[src/rtl/alu_mul.sv]
// Sequential signed 8x8 radix-2 Booth multiplier with a start/done handshake.
// Optional ALU_MUL_ZERO_SKIP_EN: zero operands complete at the accepting edge.
module alu_mul (
  input  logic        clk,
  input  logic        reset,
  input  logic        start,
  input  logic [7:0]  a,
  input  logic [7:0]  b,
  output logic [15:0] product,
  output logic        done,
  output logic        busy
);

  typedef enum logic [1:0] {IDLE, CALC, DONE} state_t;

  state_t      state_q, state_d;
  logic [8:0]  acc_q, acc_d, m_q, m_d, sum;
  logic [7:0]  q_q, q_d;
  logic        qm1_q, qm1_d;
  logic [2:0]  cnt_q, cnt_d;
  logic [15:0] prod_q, prod_d;
  logic        done_q, done_d;

  // 9-bit accumulator keeps A-M in range even for M = -128
  always_comb begin
    case ({q_q[0], qm1_q})
      2'b01:   sum = acc_q + m_q;
      2'b10:   sum = acc_q - m_q;
      default: sum = acc_q;
    endcase
  end

  always_comb begin
    state_d = state_q;
    acc_d   = acc_q;
    m_d     = m_q;
    q_d     = q_q;
    qm1_d   = qm1_q;
    cnt_d   = cnt_q;
    prod_d  = prod_q;
    done_d  = 1'b0;
    case (state_q)
      IDLE: begin
        if (start) begin
          acc_d   = '0;
          q_d     = b;
          qm1_d   = 1'b0;
          m_d     = {a[7], a};
          cnt_d   = '0;
          state_d = CALC;
`ifdef ALU_MUL_ZERO_SKIP_EN
          if (a == 8'd0 || b == 8'd0) begin
            prod_d  = '0;
            done_d  = 1'b1;
            state_d = DONE;
          end
`endif
        end
      end
      CALC: begin
        acc_d = {sum[8], sum[8:1]};
        q_d   = {sum[0], q_q[7:1]};
        qm1_d = q_q[0];
        cnt_d = cnt_q + 3'd1;
        if (cnt_q == 3'd7) begin
          prod_d  = {acc_d[7:0], q_d};
          done_d  = 1'b1;
          state_d = DONE;
        end
      end
      DONE:    state_d = IDLE;
      default: state_d = IDLE;
    endcase
  end

  always_ff @(posedge clk or posedge reset) begin
    if (reset) begin
      state_q <= IDLE;
      acc_q   <= '0;
      m_q     <= '0;
      q_q     <= '0;
      qm1_q   <= 1'b0;
      cnt_q   <= '0;
      prod_q  <= '0;
      done_q  <= 1'b0;
    end else begin
      state_q <= state_d;
      acc_q   <= acc_d;
      m_q     <= m_d;
      q_q     <= q_d;
      qm1_q   <= qm1_d;
      cnt_q   <= cnt_d;
      prod_q  <= prod_d;
      done_q  <= done_d;
    end
  end

  assign product = prod_q;
  assign done    = done_q;
  assign busy    = (state_q != IDLE);

endmodule

[config.mk]
export PLATFORM = sky130hd
export DESIGN_NAME = alu_mul
export DESIGN_NICKNAME = d
export VERILOG_FILES = /design/src/rtl/alu_mul.sv
export SDC_FILE = /design/constraint.sdc
export NUM_CORES = 1
export LEC_CHECK = 0
export CAP_MARGIN = 20
export CORE_ASPECT_RATIO = 0.7
export CORE_MARGIN = 4
export CORE_UTILIZATION = 55
export CTS_CLUSTER_DIAMETER = 100
export CTS_CLUSTER_SIZE = 20
export DETAILED_ROUTE_END_ITERATION = 12
export GPL_ROUTABILITY_DRIVEN = 1
export MAX_ROUTING_LAYER = met4
export PLACE_DENSITY_LB_ADDON = 0.12
export SLEW_MARGIN = 20
export SYNTH_ARGS = -nofsm -noshare
export SYNTH_HDL_FRONTEND = slang
export SYNTH_SLANG_ARGS = --single-unit
[constraint.sdc]
create_clock -name clk -period 6 [get_ports clk]
set_input_delay 1.8 -clock clk [delete_from_list [all_inputs] [get_ports clk]]
set_output_delay 1.8 -clock clk [all_outputs]
set_load 0.005 [all_outputs]
==> results of run 1 <==
Yosys cell counts (2+ instances only):
cell type / number / area (um^2)
xnor2_1: 9 / 78.83
mux2_2: 8 / 90.09
mux2i_1: 5 / 50.05
o21ai_1: 2 / 10.01
xor2_1: 2 / 17.52
nand2b_1: 2 / 12.51
o31ai_1: 2 / 15.01
nor2b_1: 2 / 12.51
or3_1: 2 / 12.51
a211oi_1: 3 / 22.52
a31oi_1: 10 / 62.56
nor2_1: 19 / 71.32
inv_1: 12 / 45.04
buf_2: 2 / 10.01
a21oi_1: 7 / 35.03
nand2_1: 58 / 217.7
o21ai_0: 26 / 130.1
clkbuf_1: 10 / 37.54
dfrtp_1: 47 / 1176
nand3_1: 9 / 45.04
ha_1: 12 / 150.1
and2_1: 4 / 25.02
state kept, by name, indices dropped and copies added (netlist names):
register,flops
m_q,8
q_q,8
acc_q,8
done,1
cnt_q,3
product,16
qm1_q,1
state_q,2
layout make-up:
| type | count | area [um^2] | share of cell area |
|---|---|---|---|
| flip-flops and latches | 47 | 1176 | 0.4017 |
| multi-input cells | 192 | 1162 | 0.3970 |
| repair buffers | 36 | 360.3 | 0.1231 |
| clock buffers | 5 | 68.82 | 0.02350 |
| well taps | 52 | 65.06 | 0.02222 |
| inverters | 13 | 48.80 | 0.01667 |
| clock inverters | 3 | 46.29 | 0.01581 |
per-layer routing:
layer	global-route usage	routed length, um
met1	0.2805	2459
met2	0.2303	1770
met3	0.05339	280
met4	0.06322	89
met5	-	0
power groups by stage:
| stage | sequential (mW) | clock (mW) | combinational (mW) |
|---|---|---|---|
| final | 0.588 | 0.239 | 1.21 |
| after global routing | 0.610 | 0.255 | 1.37 |
| after CTS | 0.587 | 0.240 | 1.21 |
| after detailed placement | 0.591 | 0 | 1.21 |
| after global placement | 0.587 | 0 | 1.18 |
| after floorplan | 0.571 | 0 | 0.910 |
critical path, cell delays in order, from the launching register on:
cell and delay [ns]:
dfrtp_1 0.41, nor2_1 0.17, inv_1 0.05, clkdlybuf4s50_1 0.44
worst max-delay path by stage:
stage | to | slack (ns) | cells past startpoint
floorplan | acc_q[0] | 3.08 | 1
global placement | q_q[0] | 2.73 | 4
detailed placement | q_q[5] | 2.71 | 4
CTS | busy | 2.82 | 3
global route | busy | 2.74 | 3
finish | busy | 2.81 | 3
kinds of logic (layout without fill, tap and decap cells):
logic type | count (synthesis) | in the layout | synth area share
AO/OA/AOI/OAI | 55 | 55 | 0.1332
XOR/XNOR | 11 | 11 | 0.03961
adder cells (fa/ha/maj) | 13 | 13 | 0.06996
buffers and inverters | 25 | 57 | 0.03961
flip-flops | 47 | 47 | 0.4835
multiplexers | 14 | 14 | 0.06327
AND/OR/NAND/NOR | 99 | 99 | 0.1708
==> run summary, run 1 <==
The top cell types in the final layout, fill and taps aside, are 58 x nand2_1, 47 x dfrtp_1, 36 x clkdlybuf4s50_1. Setup repair after global routing left no endpoint under its margin. Beginning of the worst register-to-register path: qm1_q. Input and output buffers added on the ports amount to 36.

The number of buffers inserted during clock tree synthesis was 5; the worst-skew pair later-pin latency was 0.31 ns. The final count of pins violating max slew came out at 0. Counting instances, the worst hold path has a depth of 2. Hold timing on the final database bottoms out at a slack of 0.4851 ns. In this run the most critical hold path is launched from product[9]. Post-synthesis sequential area ratio: 0.4835. For this block, the initial DRC count from the detailed router was 107.

37 I/O pins were placed. The length of the first detailed-routing pass in iterations came out at 4. For this block, the routed nets add up to 4599 um of wire. The placer congestion estimate was 0.9916; the transition time at the pin with the least slew margin was 0.9152 ns. The count of distinct cell types in the synthesized netlist came out at 33.

The total power after layout is 2.035 mW. The core outline area came out at 0.004089 mm^2. The classification of the worst-slack hold path was flop to flop. Counting flops with a built-in enable in the synthesized netlist gives 0.

The setup path with the least slack is of type flop to output pin. The element type at the critical path start is a flop. The total net switching power is 0.8694 mW, and the largest driver fanout on the critical path is 3. The final number of hold-violating endpoints is 0, and the total inserted antenna cells is 0.

After routing, the total negative slack on setup checks comes to 0 ns. The global-route usage over all layers was 0.1846. For this run, the number of standard cells in the final layout without fillers is 348. Relative to the synthesized area, the layout overhead comes to 20.37%. The run gives 2 as the maximum number of buffers from clock root to sink. The TritonCTS sink count is 47. The share of total power consumed by net switching is 0.4273, and the final-layout fill cell count is 320.

The run gives 0 as the post-CTS repair timing setup buffer count. Static timing analysis puts the maximum clock frequency at 0.3135 GHz. Timing analysis after detailed placement gives a worst setup slack of 2.706 ns.

The worst slew margin relative to its limit is 0.3889, and the post-route clock period utilization is 0.5316. The most critical setup path has its startpoint at state_q[0]. Max-cap violations in this run came to 0.

The logs give 0 for the initial antenna violation count and 0.594 for the logic gate share of total power. The endpoint of the worst-slack reg-to-reg timing path was product[15]. The run gives 264 as the synthesized instance count. The tools report the total of warnings raised by yosys as 0. The via count of the first global-routing pass is 1,604, and the average wire length per cell after detail routing is 13.22 um. The tools report the number of standard-cell rows in the floorplan as 19.

The final period demand of the worst path was 3.190 ns. Setup slack closes at 2.810 ns. The library cell used most frequently in the layout, excluding fill and tap cells, is nand2_1.

The tools report the capturing element type of the critical path as an output pin. The internal power summed over all cells was 1.165 mW. For the number of resized instances in the post-cts repair step, the log shows 0. The floorplan step defined a die boundary enclosing 0.005568 mm^2. Residual antenna-violating net count after detailed routing: 0.

TritonCTS built the clock tree. Clock-pin slew was measured on the worst setup and hold paths at 0.09 ns. Data on the critical path is required at its endpoint by 4.20 ns. The run gives 0.7160 as the final core area utilization.

The run finished with clean final reports. The run gives 0.002432 mm^2 as the post-synthesis cell area. The net count of the finished layout is 327. The quantity of hold-fixing buffers added after cts was 0; the setup slack on the worst flop-to-flop path was 3.09 ns. The master cell of the clock root buffer is clkbuf_8.

The post-synthesis net count is 296, and the post-route DRC violation count is 0. The arrival time at the worst endpoint is 1.39 ns, and the ratio of cells with drive above 1 in the final layout is 0.07095. In this run the mean area of a mapped cell was 9.213 um^2.

The width of the die is 87.49 um, and the initial standard-cell utilization of the core is 0.5949. For this design the static power due to leakage is 1.308 nW. VDD sags by at most 0.3935 mV.

Counting tap cells, the placed design contains a total of 340 instances. Between clock sinks in the finished design, the worst skew comes to 0.01127 ns. The global route total overflow was 0; the cell area reported after detailed placement was 0.002810 mm^2.

The count of H-tree levels built during CTS came out at 2. The tools report the maximum number of pins on one net before global-route repair as 48. The power density relative to cell area is 695.0 mW/mm^2. For this run, the leading register cell type out of synthesis is dfrtp_1. Using the TritonRoute via totals, the vias-per-cell ratio works out to 5.282. The number of cells on the worst reg-to-reg path is 10. The logs give 0.002928 mm^2 for the final non-filler cell area and 7728 um for the wire length of the first global-routing pass. The share of total power in the clock network was 0.117. Capture endpoint of the worst hold path: product[9]. The tools report the number of setup violations in the final report as 0.

The die height is 63.64 um. Share of flip-flops with an asynchronous set or reset: 1.000. The total via count after detailed routing is 1,838. Total of flip-flops plus latches after synthesis: 47. The relative contribution of sequential cells to total power is 0.289, and the HPWL reported at the end of detailed placement is 3286 um.
Power figures use the tool's default switching activity.
==> run 2, diff against run 1 <==
CORE_UTILIZATION = 48   (was 55)
clock period = 2.8 ns   (was 6 ns; I/O delays follow)
==> run summary, run 2 (synthesis results as in run 1) <==
The global route total overflow is 0 (unchanged), and the total inserted antenna cells is 0 (unchanged). The count of cells along the worst hold path is 2 (unchanged), and the worst endpoint required time is 2.94 ns (was 4.20 ns). Flip-flop count of the largest register, all copies and words added: 16 (unchanged). The smallest setup slack after layout is 0.1542 ns (was 2.810 ns). The width of the die works out to 93.08 um (was 87.49 um). The die height was 67.56 um (was 63.64 um). The run gives 4 (unchanged) as the length of the first detailed-routing pass in iterations.

The run gives 198 um (was 280 um) as the wire length on met3. The wire length on met1 came out at 2623 um (was 2459 um). Setup repair after global routing could not meet its margin everywhere.

The final period demand of the worst path is 2.646 ns. The run gives 0.006288 mm^2 (was 0.005568 mm^2) as the full die area. The kind of critical path was flop to flop (was flop to output pin).

The logs give 436 (was 320) for the final-layout fill cell count and 47 (unchanged) for the TritonCTS sink count. The post-placement setup slack was 0.1416 ns (was 2.706 ns); the static leakage power was 1.343 nW (was 1.308 nW). The tools report the number of standard-cell rows in the floorplan as 21 (was 19).

Growth of design area from synthesis to finish: 23.92% (was 20.37%). The initial standard-cell utilization of the core was 0.5031 (was 0.5949); the wire length of the first global-routing pass was 8259 um (was 7728 um). The clock slew at the register clock pins of the worst setup and hold paths came out at 0.08 ns (was 0.09 ns). The number of setup violations in the final report was 0 (unchanged). The run gives 1,830 (was 1,604) as the via count of the first global-routing pass. The transition time at the pin with the least slew margin was 0.6527 ns (was 0.9152 ns).

The HPWL reported at the end of detailed placement came out at 3378 um (was 3286 um). The global-route usage over all layers was 0.1708 (was 0.1846); the share of total power consumed by net switching was 0.4290 (was 0.4273). Number of cells traversed by the worst register-to-register path: 12 (was 10).

Most frequent cells in the layout: 58 x nand2_1, 47 x dfrtp_1, 36 x clkdlybuf4s50_1 (unchanged). The net count of the finished layout came out at 334 (was 327). The final count of pins violating max slew is 0 (unchanged), and the logic gate share of total power is 0.623 (was 0.594). Commonest non-fill, non-tap cell in the layout: nand2_1 (unchanged).

For the total length of routed met2 wires, the log shows 1919 um (was 1770 um). For the number of DRC markers after the initial detailed-route iteration, the log shows 93 (was 107). The initial antenna violation count came out at 0 (unchanged). The via density per instance came out at 5.062 (was 5.282).

The element type at the critical path start is a flop (unchanged). The run gives 0.5458 mV (was 0.3935 mV) as the peak supply drop. The run finished with clean final reports. The final number of hold-violating endpoints was 0 (unchanged). The logs give 0.003014 mm^2 (was 0.002928 mm^2) for the final non-filler cell area and 2.567 mW (was 1.165 mW) for the internal power summed over all cells. The largest driver fanout on the critical path came out at 4 (was 3). For the placer congestion estimate, the log shows 0.8578 (was 0.9916).

The capturing element type of the critical path is a flop (was an output pin). The topmost layer with routed signal wires is met4 (unchanged). The post-route clock period utilization was 0.9449. For the total net switching power, the log shows 1.928 mW (was 0.8694 mW). For the maximum number of buffers from clock root to sink, the log shows 2 (unchanged). Arrival time at the worst endpoint: 2.79 ns (was 1.39 ns).

The tools report the share of total power in the clock network as 0.097 (was 0.117). The relative contribution of sequential cells to total power was 0.281 (was 0.289); the ratio of cells with drive above 1 in the final layout was 0.1056 (was 0.07095). Worst-skew pair later-pin latency: 0.29 ns (was 0.31 ns). Derived from the worst setup path, the maximum achievable clock frequency is 0.3780 GHz. The logs give 1,883 (was 1,838) for the total via count after detailed routing and 5 (unchanged) for the number of buffers inserted during clock tree synthesis. The residual antenna-violating net count after detailed routing is 0 (unchanged), and the average wire length per cell after detail routing is 12.82 um (was 13.22 um). The post-route DRC violation count came out at 0 (unchanged). The count of buffers inserted at the top-level ports was 36 (unchanged).

The run gives 0.002877 mm^2 (was 0.002810 mm^2) as the cell area reported after detailed placement. TritonCTS built the clock tree. The wire length reported by the detailed router came out at 4769 um (was 4599 um). The run gives 48 (unchanged) as the maximum number of pins on one net before global-route repair. The I/O pin count came out at 37 (unchanged). The worst slew margin relative to its limit came out at 0.5648 (was 0.3889). Maximum clock skew at final layout: 0.003462 ns (was 0.01127 ns). The core outline area is 0.004835 mm^2 (was 0.004089 mm^2).

Master cell of the clock root buffer: clkbuf_8 (unchanged). Count of H-tree levels built during CTS: 2 (unchanged). The classification of the worst-slack hold path was flop to flop (unchanged).

Reported max-cap violation count: 0 (unchanged). The power density relative to cell area came out at 1491 mW/mm^2 (was 695.0 mW/mm^2).
[run 2: path summary, 6_finish.rpt]
kind                            slack (ns)        start           to
worst min register to register        0.48  product[12]  product[12]
worst min-delay path                  0.48  product[12]  product[12]
min in group asynchronous             1.00        reset   product[1]
max in group asynchronous             1.39        reset     acc_q[6]
worst max-delay path                  0.15       m_q[0]     acc_q[6]
worst max register to register        0.15       m_q[0]     acc_q[6]
[run 2: repair_timing]
action | 4_1_cts | 5_1_grt
setup endpoints to repair | 0 | 4
setup buffers | 0 | 1
hold buffers | 0 | 0
gates resized for setup | 0 | 6
endpoints found under the hold margin | 0 | 0
[run 2: final cells by class]
cell class | count | area [um^2] | area share
Multi-Input combinational cell | 192 | 1190 | 0.3948
Sequential cell | 47 | 1176 | 0.3902
Clock buffer | 8 | 100.1 | 0.03321
Tap cell | 69 | 86.33 | 0.02864
Timing Repair Buffer | 43 | 412.9 | 0.1370
Inverter | 13 | 48.80 | 0.01619
[run 2: power groups by stage]
stage          clock [mW]  sequential (mW)  combinational [mW]
6_report            0.435             1.26                2.80
5_1_grt             0.474             1.32                3.20
4_1_cts             0.447             1.26                2.68
3_5_place_dp            0             1.27                2.66
3_3_place_gp            0             1.25                2.64
2_1_floorplan           0             1.22                1.95
[run 2: worst max-delay path, stage by stage, from the launching register on]
cell and delay [ns]:
dfrtp_1 0.40, inv_1 0.08, ha_1 0.21, nand2b_1 0.15, nor2_1 0.05, nor2_1 0.11
xnor2_1 0.17, ha_1 0.31, a21oi_1 0.19, o21ai_0 0.13, or3_1 0.34, a31oi_2 0.25
o21ai_0 0.11
[run 2: per-layer routing]
layer | vias up | GRT usage
met5 | - | -
met3 | 5 | 0.03341
met4 | 0 | 0.03839
li1 | 966 | -
met2 | 33 | 0.2466
met1 | 879 | 0.2495
[run 2: stage by stage]
stage	power [mW]	std cells	util	hold WS (ns)	TNS, ns
6_report	4.495	372	0.6234	0.4790	0
5_1_grt	4.990	372	0.6234	0.5309	-0.1247
4_1_cts	4.378	371	0.6157	0.4880	0
3_5_place_dp	3.931	363	0.5950	0.4693	0
3_3_place_gp	3.897	363	0.5950	0.4601	0
2_1_floorplan	3.172	264	-	0.4674	0
==> run 3, diff against run 2 <==
CORE_UTILIZATION = 54   (was 48)
clock period = 2.7 ns   (was 2.8 ns; I/O delays follow)
==> run summary, run 3 (synthesis results as in run 1) <==
The run finished with clean final reports. The tools report the core outline area as 0.004354 mm^2 (was 0.004835 mm^2). Critical-path cell list: inv_2 > ha_4 > nand2b_4 > nor4_2 > nor2_1 > xnor2_1 > ha_1 > nand2_2 > o31ai_4 > a211oi_2 > mux2i_2 > xor2_1 > o21ai_1 (was inv_1 > ha_1 > nand2b_1 > nor2_1 > nor2_1 > xnor2_1 > ha_1 > a21oi_1 > o21ai_0 > or3_1 > a31oi_2 > o21ai_0). The run gives 0 (unchanged) as the residual antenna-violating net count after detailed routing. The total via count after detailed routing was 2,034 (was 1,883); the quantity of hold-fixing buffers added after cts was 0 (unchanged). The wire length of the first global-routing pass was 8997 um (was 8259 um); the die height was 64.15 um (was 67.56 um).

The total inserted antenna cells came out at 0 (unchanged). Master cell of the clock root buffer: clkbuf_8 (unchanged). The worst endpoint required time is 2.89 ns (was 2.94 ns), and the arrival time at the worst endpoint is 2.75 ns (was 2.79 ns). The clock slew at the register clock pins of the worst setup and hold paths was 0.09 ns (was 0.08 ns). The cell with the largest stage delay on the worst path is dfrtp_1 (unchanged). The tools report the count of H-tree levels built during CTS as 2 (unchanged). The net count of the finished layout was 347 (was 334); the HPWL reported at the end of detailed placement was 3800 um (was 3378 um). The number of buffers inserted during clock tree synthesis came out at 5 (unchanged). The average wire length per cell after detail routing is 14.78 um (was 12.82 um), and the post-route DRC violation count is 0 (unchanged).

TritonCTS sink count: 47 (unchanged). The initial antenna violation count was 0 (unchanged). Setup repair after global routing could not meet its margin everywhere. The count of buffers inserted at the top-level ports works out to 36 (unchanged). The final number of hold-violating endpoints was 0 (unchanged). The initial standard-cell utilization of the core was 0.5586 (was 0.5031); the width of the die was 88.22 um (was 93.08 um). The maximum number of pins on one net before global-route repair was 32 (was 48); the length of the first detailed-routing pass in iterations was 4 (unchanged).

The total buffers and inverters traversed by the critical path came out at 1 (unchanged). TritonCTS built the clock tree. The growth of design area from synthesis to finish is 30.50% (was 23.92%). The transition time at the pin with the least slew margin was 0.4891 ns (was 0.6527 ns); the area occupied by multi-input gates was 0.001251 mm^2 (was 0.001190 mm^2). The achievable clock frequency was 0.3896 GHz (was 0.3780 GHz); the reported max-cap violation count was 0 (unchanged). The kind of critical path was flop to flop (unchanged). The largest driver fanout on the critical path was 4 (unchanged); the full die area was 0.005659 mm^2 (was 0.006288 mm^2). For the post-placement setup slack, the log shows 0.08530 ns (was 0.1416 ns).

The run gives 20 (was 21) as the number of standard-cell rows in the floorplan. The wire length reported by the detailed router came out at 5469 um (was 4769 um). The commonest non-fill, non-tap cell in the layout is nand2_1 (unchanged). The dominant delay contributor by cell family on the critical path is adder cells (was compound AO/OA/AOI/OAI gates). The global route total overflow was 0 (unchanged).

Most frequent cells in the layout: 57 x nand2_1, 47 x dfrtp_1, 36 x clkdlybuf4s50_1 (was 58 x nand2_1, 47 x dfrtp_1, 36 x clkdlybuf4s50_1). The final period demand of the worst path was 2.567 ns (was 2.646 ns). The final-layout fill cell count came out at 331 (was 436). Number of DRC markers after the initial detailed-route iteration: 171 (was 93).

The flip-flop count of the largest register, all copies and words added was 16 (unchanged); the placer congestion estimate was 0.9096 (was 0.8578). I/O pin count: 37 (unchanged). For the final non-filler cell area, the log shows 0.003174 mm^2 (was 0.003014 mm^2). The via density per instance works out to 5.497 (was 5.062).

The ratio of cells with drive above 1 in the final layout is 0.1746 (was 0.1056), and the maximum number of buffers from clock root to sink is 2 (unchanged). For the final count of pins violating max slew, the log shows 0 (unchanged). The tools report the maximum clock skew at final layout as 0.007622 ns (was 0.003462 ns). The tools report the element type at the critical path start as a flop (unchanged). The post-route clock period utilization came out at 0.9506 (was 0.9449). The maximum single-stage delay on the critical path is 0.43 ns (was 0.40 ns). Final core area utilization: 0.7290 (was 0.6234). The sequential cell area is 0.001176 mm^2 (unchanged), and the number of setup violations in the final report is 0 (unchanged).

Capturing element type of the critical path: a flop (unchanged). The number of placed cells counting well taps was 355 (was 363); the worst-skew pair later-pin latency was 0.29 ns (about the same). The via count of the first global-routing pass is 1,853 (was 1,830), and the global-route usage over all layers is 0.2088 (was 0.1708).

For the worst slew margin relative to its limit, the log shows 0.6735 (was 0.5648). The smallest setup slack after layout is 0.1334 ns (was 0.1542 ns). Cell area reported after detailed placement: 0.002917 mm^2 (was 0.002877 mm^2). For the final standard cell count with taps included and fillers excluded, the log shows 370 (was 372).

Classification of the worst-slack hold path: flop to flop (unchanged).
## run 3: changes by cell type in the layout (fill, tap and decap cells not counted), moves of 2 or more
cell,change
buf_4,+11
inv_1,-2
ha_1,-2
inv_2,+2
o21ai_0,-2
clkbuf_8,-2
mux2i_2,+2
mux2i_1,-2
## run 3: layer usage
metal	vias up	GRT usage	routed length [um]
met3	2	0.04124	287
li1	995	-	-
met2	44	0.2882	2364
met5	-	-	0
met4	0	0.02830	17
met1	993	0.3261	2799
## run 3: metrics by stage
stage	setup TNS (ns)	hold slack, ns
5_1_grt	-0.2625	0.5101
3_3_place_gp	0	0.4605
6_report	0	0.4824
2_1_floorplan	0	0.4674
4_1_cts	0	0.4905
3_5_place_dp	0	0.4699
## run 3: worst paths after layout
kind / from / endpoint / slack (ns) / cells past startpoint
max: m_q[0] / product[15] / 0.13 / 13
min: product[14] / product[14] / 0.48 / 2
max reg2reg: m_q[0] / product[15] / 0.13 / 13
min reg2reg: product[14] / product[14] / 0.48 / 2
max in group asynchronous: reset / m_q[0] / 1.33 / 3
min in group asynchronous: reset / acc_q[1] / 0.86 / 2
## run 3: timing repair
action | 4_1_cts | 5_1_grt
endpoints found under the setup margin | 0 | 8
buffers inserted | 0 | 8
resized for setup | 0 | 24
## run 3: tightest hold or removal path: stages (launching register included)
cell	delay, ns
dfrtp_1	0.35
nand2_1	0.04
o21ai_0	0.06
## run 3: layout make-up
cell class | instances | share of cell area
well taps | 55 | 0.02168
clock buffers | 6 | 0.02286
multi-input cells | 192 | 0.3942
repair buffers | 56 | 0.1659
flip-flops and latches | 47 | 0.3705
clock inverters | 1 | 0.009460
inverters | 13 | 0.01537
Power of run 3 is not shown: default switching activity piles up to over one toggle a cycle in this logic, so the estimate is an artifact.
